===== src/rtl/asip_pkg.sv =====
// Types and constants shared by the modular multiplier and the hazard/stall logic.
package asip_pkg;

    // Modular multiplier FSM states.
    typedef enum logic [1:0] {
        IDLE = 2'd0,
        CALC = 2'd1,
        DONE = 2'd2
    } modmul_state_t;

    // Operand width used by the EX-stage multiplier.
    localparam int unsigned MODMUL_N = 32;

    // Cycles from an accepted start to the done pulse for a valid operation.
    localparam int unsigned MODMUL_LATENCY = MODMUL_N + 1;

endpackage


===== src/rtl/modmul_unit_step.sv =====
// One interleaved shift-add (Blakley) iteration: r' = 2r + (bit ? a : 0), reduced below n.
module modmul_step #(
    parameter int unsigned N = 32
) (
    input  logic [N+1:0] r,
    input  logic [N-1:0] opa,
    input  logic         mul_bit,
    input  logic [N-1:0] n,
    output logic [N+1:0] r_next
);

    logic [N+1:0] n_ext;
    logic [N+1:0] sum;
    logic [N+1:0] red1;

    // Shift-add followed by up to two conditional subtractions; 2r + a < 3n always fits in N+2 bits.
    always_comb begin
        n_ext  = {2'b00, n};
        sum    = (r << 1) + (mul_bit ? {2'b00, opa} : '0);
        red1   = (sum >= n_ext) ? (sum - n_ext) : sum;
        r_next = (red1 >= n_ext) ? (red1 - n_ext) : red1;
    end

endmodule


===== src/rtl/modmul_unit.sv =====
// Multi-cycle modular multiplier (opa * opb) mod n, one multiplier bit per cycle, MSB first.
module modmul_unit #(
    parameter int unsigned N = 32
) (
    input  logic         clk,
    input  logic         rst,
    input  logic         start,
    input  logic         flush,
    input  logic [N-1:0] opa,
    input  logic [N-1:0] opb,
    input  logic [N-1:0] n,
    output logic         busy,
    output logic         done,
    output logic         err,
    output logic [N-1:0] result
);

    import asip_pkg::*;

    localparam int unsigned CW = (N > 1) ? $clog2(N) : 1;

    modmul_state_t state_q, state_d;

    logic [N-1:0]  opa_q, opb_q, n_q;
    logic [N+1:0]  r_q;
    logic [N+1:0]  r_next;
    logic [CW-1:0] cnt_q;
    logic [N-1:0]  result_q;
    logic          err_q;
    logic          bad_ops;
    logic          accept;

    // Operand legality check applied to the live inputs at the moment of acceptance.
    always_comb begin
        bad_ops = (n == '0) || (opa >= n) || (opb >= n);
        accept  = (state_q == IDLE) && start && !flush;
    end

    modmul_step #(.N(N)) u_step (
        .r       (r_q),
        .opa     (opa_q),
        .mul_bit (opb_q[cnt_q]),
        .n       (n_q),
        .r_next  (r_next)
    );

    // State register.
    always_ff @(posedge clk or posedge rst) begin
        if (rst) begin
            state_q <= IDLE;
        end else begin
            state_q <= state_d;
        end
    end

    // Next-state decode; flush returns to IDLE from any state and wins over start.
    always_comb begin
        state_d = state_q;
        case (state_q)
            IDLE: begin
                if (accept) begin
                    state_d = bad_ops ? DONE : CALC;
                end
            end
            CALC: begin
                if (flush) begin
                    state_d = IDLE;
                end else if (cnt_q == '0) begin
                    state_d = DONE;
                end
            end
            DONE: begin
                state_d = IDLE;
            end
            default: begin
                state_d = IDLE;
            end
        endcase
    end

    // Operand latch, accumulator, bit counter, result and error flag.
    always_ff @(posedge clk or posedge rst) begin
        if (rst) begin
            opa_q    <= '0;
            opb_q    <= '0;
            n_q      <= '0;
            r_q      <= '0;
            cnt_q    <= '0;
            result_q <= '0;
            err_q    <= 1'b0;
        end else begin
            case (state_q)
                IDLE: begin
                    if (accept) begin
                        opa_q <= opa;
                        opb_q <= opb;
                        n_q   <= n;
                        r_q   <= '0;
                        cnt_q <= CW'(N - 1);
                        err_q <= bad_ops;
                        if (bad_ops) begin
                            result_q <= '0;
                        end
                    end
                end
                CALC: begin
                    if (!flush) begin
                        r_q   <= r_next;
                        cnt_q <= cnt_q - 1'b1;
                        if (cnt_q == '0) begin
                            result_q <= r_next[N-1:0];
                        end
                    end
                end
                default: begin
                end
            endcase
        end
    end

    // Outputs decoded straight from registers.
    always_comb begin
        busy   = (state_q == CALC) || (state_q == DONE);
        done   = (state_q == DONE);
        err    = err_q;
        result = result_q;
    end

endmodule

===== config.mk =====
export PLATFORM = sky130hd
export DESIGN_NAME = modmul_unit
export DESIGN_NICKNAME = d
export VERILOG_FILES = /design/src/rtl/asip_pkg.sv /design/src/rtl/modmul_unit_step.sv /design/src/rtl/modmul_unit.sv
export SDC_FILE = /design/constraint.sdc
export NUM_CORES = 1
export LEC_CHECK = 0
export BUFFER_PORTS_ARGS = -buffer_cell sky130_fd_sc_hd__buf_2
export CORE_MARGIN = 5
export CORE_UTILIZATION = 67
export CTS_CLUSTER_DIAMETER = 50
export DETAILED_ROUTE_END_ITERATION = 16
export PLACE_DENSITY_LB_ADDON = 0.08
export SLEW_MARGIN = 10
export SYNTH_ARGS = -nofsm -noshare
export SYNTH_HDL_FRONTEND = slang
export SYNTH_SLANG_ARGS = --single-unit
export TNS_END_PERCENT = 30

===== constraint.sdc =====
create_clock -name clk -period 25 [get_ports clk]
set_input_delay 5 -clock clk [delete_from_list [all_inputs] [get_ports clk]]
set_output_delay 5 -clock clk [all_outputs]
set_load 0.005 [all_outputs]

==> results.sh <==
export IMPL_core_area_um2=22500
export IMPL_crit_path_start_kind="flop"
export IMPL_min_to="result[19]$_DFFE_PP0P_"
export IMPL_ioPinCount=135
export IMPL_setup_viol=0
export IMPL_start_util_pct=67.5
export IMPL_cp_max_fo=40
export IMPL_wire_per_inst_um=23.0
export IMPL_cap_viol_max_count=0
export IMPL_worst_slack_ns=13.57
export IMPL_dp_hpwl_mm=36.8
export IMPL_drcViolationCount=0
export IMPL_synthAdderAreaFrac_pct=13.9
export IMPL_synth_xor_area_share_pct=4.73
export IMPL_grt_pass1_vias=13700
export IMPL_std_cell_rows=55
export IMPL_ys_ff_latch=169
export IMPL_required_ns=25.33
export IMPL_cts_setup_buffers=0
export IMPL_numCtsBuffers=17
export IMPL_tightest_slew_ns=1.06
export IMPL_die_y_um=161
export IMPL_timing_fmax_mhz=87.5
export IMPL_vias_per_cell=6.88
export IMPL_io_buffers=134
export IMPL_die_area_um2=25800
export IMPL_syn_num_nets=1982
export IMPL_timing_rr_start="cnt_q[0]$_DFFE_PP0P_"
export IMPL_cts_tree="done"
export IMPL_end_kind="flop"
export IMPL_critPathSlowestCell="a21oi_2"
export IMPL_cts_sinks=169
export IMPL_tns_ns=0
export IMPL_rrSetupSlack_ns=13.57
export IMPL_synth_top_area_share_pct=27.8
export IMPL_min_delay_start="result[19]$_DFFE_PP0P_"
export IMPL_worstHoldPathCells=2
export IMPL_status="completed"
export IMPL_finalCriticalPeriod_ns=11.43
export IMPL_cts_hold_buffers=0
export IMPL_synth_top_family_by_area="compound AO/OA/AOI/OAI gates"
export IMPL_ys_flop_type="dfrtp_1"
export IMPL_root_buffer="clkbuf_16"
export IMPL_synth_top_cell_by_area="dfrtp_1"
export IMPL_antenna_left=0
export IMPL_htree_levels=4
export IMPL_synth_area_mux_share_pct=8.42
export IMPL_hp_class="reg -> reg"
export IMPL_grt_pass1_wl_mm=74.6
export IMPL_relSlewSlack_pct=29.1
export IMPL_synth_area_per_cell_um2=8.86
export IMPL_nNetsFinal=2069
export IMPL_critical_path_class="reg -> reg"
export IMPL_clk_latency_ns=0.46
export IMPL_routed_wl_mm=48.2
export IMPL_crit_arrival_ns=11.76
export IMPL_synth_simple_area_share_pct=16.7
export IMPL_synth_compound_area_share_pct=23.2
export IMPL_cts_resized_gates=0
export IMPL_grt_max_degree=106
export IMPL_finalCritPeriodShare_pct=45.7
export IMPL_drive_above_1_share_pct=17.1
export IMPL_vias=14500
export IMPL_clock_skew_ns=0.0175
export IMPL_yosysWarnings=0
export IMPL_synth_edf_count=0
export IMPL_diodes=0
export IMPL_overflow=0
export IMPL_slew_violations=0
export IMPL_yosys_top_cells_area="dfrtp_1 (28%), ha_1 (14%), mux2_2 (6.1%)"
export IMPL_rsz0062_at_grt="false"
export IMPL_finalHoldViolations=0
export IMPL_regToRegEndpoint="r_q[6]$_DFFE_PP0P_"
export IMPL_area_growth_pct=9.02
export IMPL_finalWeightedCongestion=1.05
export IMPL_dr_pass1_iters=9
export IMPL_async_flop_share_pct=100
export IMPL_yosysSeqAreaShare_pct=27.8
export IMPL_synth_cell_types=90
export IMPL_place_ws_ns=13.90
export IMPL_clock_path_buffers=2
export IMPL_synthCells=1715
export IMPL_die_x_um=161
export IMPL_synth_area_um2=15200
export IMPL_grt_usage_pct=36.4
export IMPL_fillers=1627
export IMPL_reg2reg_depth=34
export IMPL_slowest_delay_ns=0.91
export IMPL_antenna_found_initial=0
export IMPL_dr_first_iter_drc_count=1649
export IMPL_clkSlewWorstSetupHoldPaths_ns=0.08
## per-layer routing
layer	part of all wire [%]	global-route usage [%]	vias up	wire length [µm]
li1	-	-	6558	-
met1	42	52.4	6814	20000
met2	43	55.0	919	20800
met3	11	5.93	162	5360
met4	4.2	14.8	0	2050
met5	0	0	-	0
## flip-flops by register name, summed over array words and instances, names as in the netlist
| register | count |
|---|---|
| r_q | 33 |
| n_q | 32 |
| opa_q | 32 |
| opb_q | 32 |
| result | 32 |
| cnt_q | 5 |
| state_q | 2 |
| err | 1 |
## synthesized netlist by cell type, types with 6 or more instances
library cell	count
o31a_1	6
o311ai_1	24
buf_2	18
o31ai_1	10
xor2_1	29
nor2_1	85
o2111ai_1	9
a21o_1	43
nand2b_1	20
mux4_2	10
dfrtp_1	169
a31oi_1	14
mux2i_1	13
nand4_1	53
o211ai_1	21
nand2_1	164
inv_1	107
o21bai_1	13
and3_1	18
nor4_1	13
nand3_1	35
nor3_1	29
buf_6	8
a211o_1	7
a221o_1	14
nor2b_1	50
o21a_1	18
clkbuf_1	49
a2111oi_0	6
o21ai_0	108
o41ai_1	8
a21oi_1	110
mux2_2	82
a211oi_1	26
ha_1	164
xnor2_1	53
## final cells by class
cell class / instances / area [µm²] / share of cell area, %
clock buffers: 17 / 425 / 2.57
clock inverters: 15 / 179 / 1.08
inverters: 107 / 407 / 2.45
multi-input cells: 1359 / 10200 / 61.5
flip-flops and latches: 169 / 4230 / 25.5
well taps: 285 / 357 / 2.15
repair buffers: 148 / 776 / 4.68
## worst max-delay path, delay by kind of cell (launching register included)
family | cells | cell delay [ns]
buffers and inverters | 2 | 0.45
muxes | 4 | 1.70
and+or+nand+nor | 10 | 2.39
AOI/OAI and AO/OA | 13 | 4.32
DFF | 1 | 0.72
adders and majority gates | 5 | 1.70
## through the flow
step	area, µm²	hold WS [ns]	instances	utilization (%)
2_1_floorplan	15200	0.445	1715	-
3_3_place_gp	16000	0.452	2068	70.9
3_5_place_dp	16000	0.466	2068	70.9
4_1_cts	16600	0.482	2100	73.6
5_1_grt	16600	0.506	2100	73.6
6_report	16600	0.477	2100	73.6
## kinds of logic after synthesis
group,after synthesis
AOI/OAI and AO/OA,499
xor gates and xnor gates,82
adders and majority gates,167
buffers and inverters,187
DFF,169
muxes,105
and+or+nand+nor,506
## worst max path at each step
stage,from,end,cells after the start
final,cnt_q[0]$_DFFE_PP0P_,r_q[6]$_DFFE_PP0P_,34
after global routing,cnt_q[0]$_DFFE_PP0P_,r_q[6]$_DFFE_PP0P_,34
after detailed placement,cnt_q[0]$_DFFE_PP0P_,r_q[6]$_DFFE_PP0P_,34
after floorplan,rst,cnt_q[0]$_DFFE_PP0P_,1
after global placement,cnt_q[0]$_DFFE_PP0P_,r_q[8]$_DFFE_PP0P_,34
after CTS,cnt_q[0]$_DFFE_PP0P_,r_q[6]$_DFFE_PP0P_,34
## layout by cell type, fill, tap and decap left out, drive strengths merged, types with 6 or more instances in the layout
cell type and n:
o2111ai 9, a2111oi 7, a211o 7, nor2 86, mux4 10, clkbuf 17
mux2 82, buf 148, o41ai 8, o21bai 13, and3 19, inv 113
o31ai 13, clkinv 6, nand3 36, o311ai 31, xnor2 53, a31oi 15
xor2 29, nand2 165, nand4 53, a221o 14, nor4 14, o21a 19
nor3 30, ha 164, mux2i 13, dfrtp 169, a21o 43, a21oi 113
nor2b 51, a211oi 29, o21ai 112, o211ai 24, nand2b 20, o31a 6
Power is left out: the tool's default activity adds up to more than one toggle a clock period on the data nets, which glitch-free logic cannot reach.
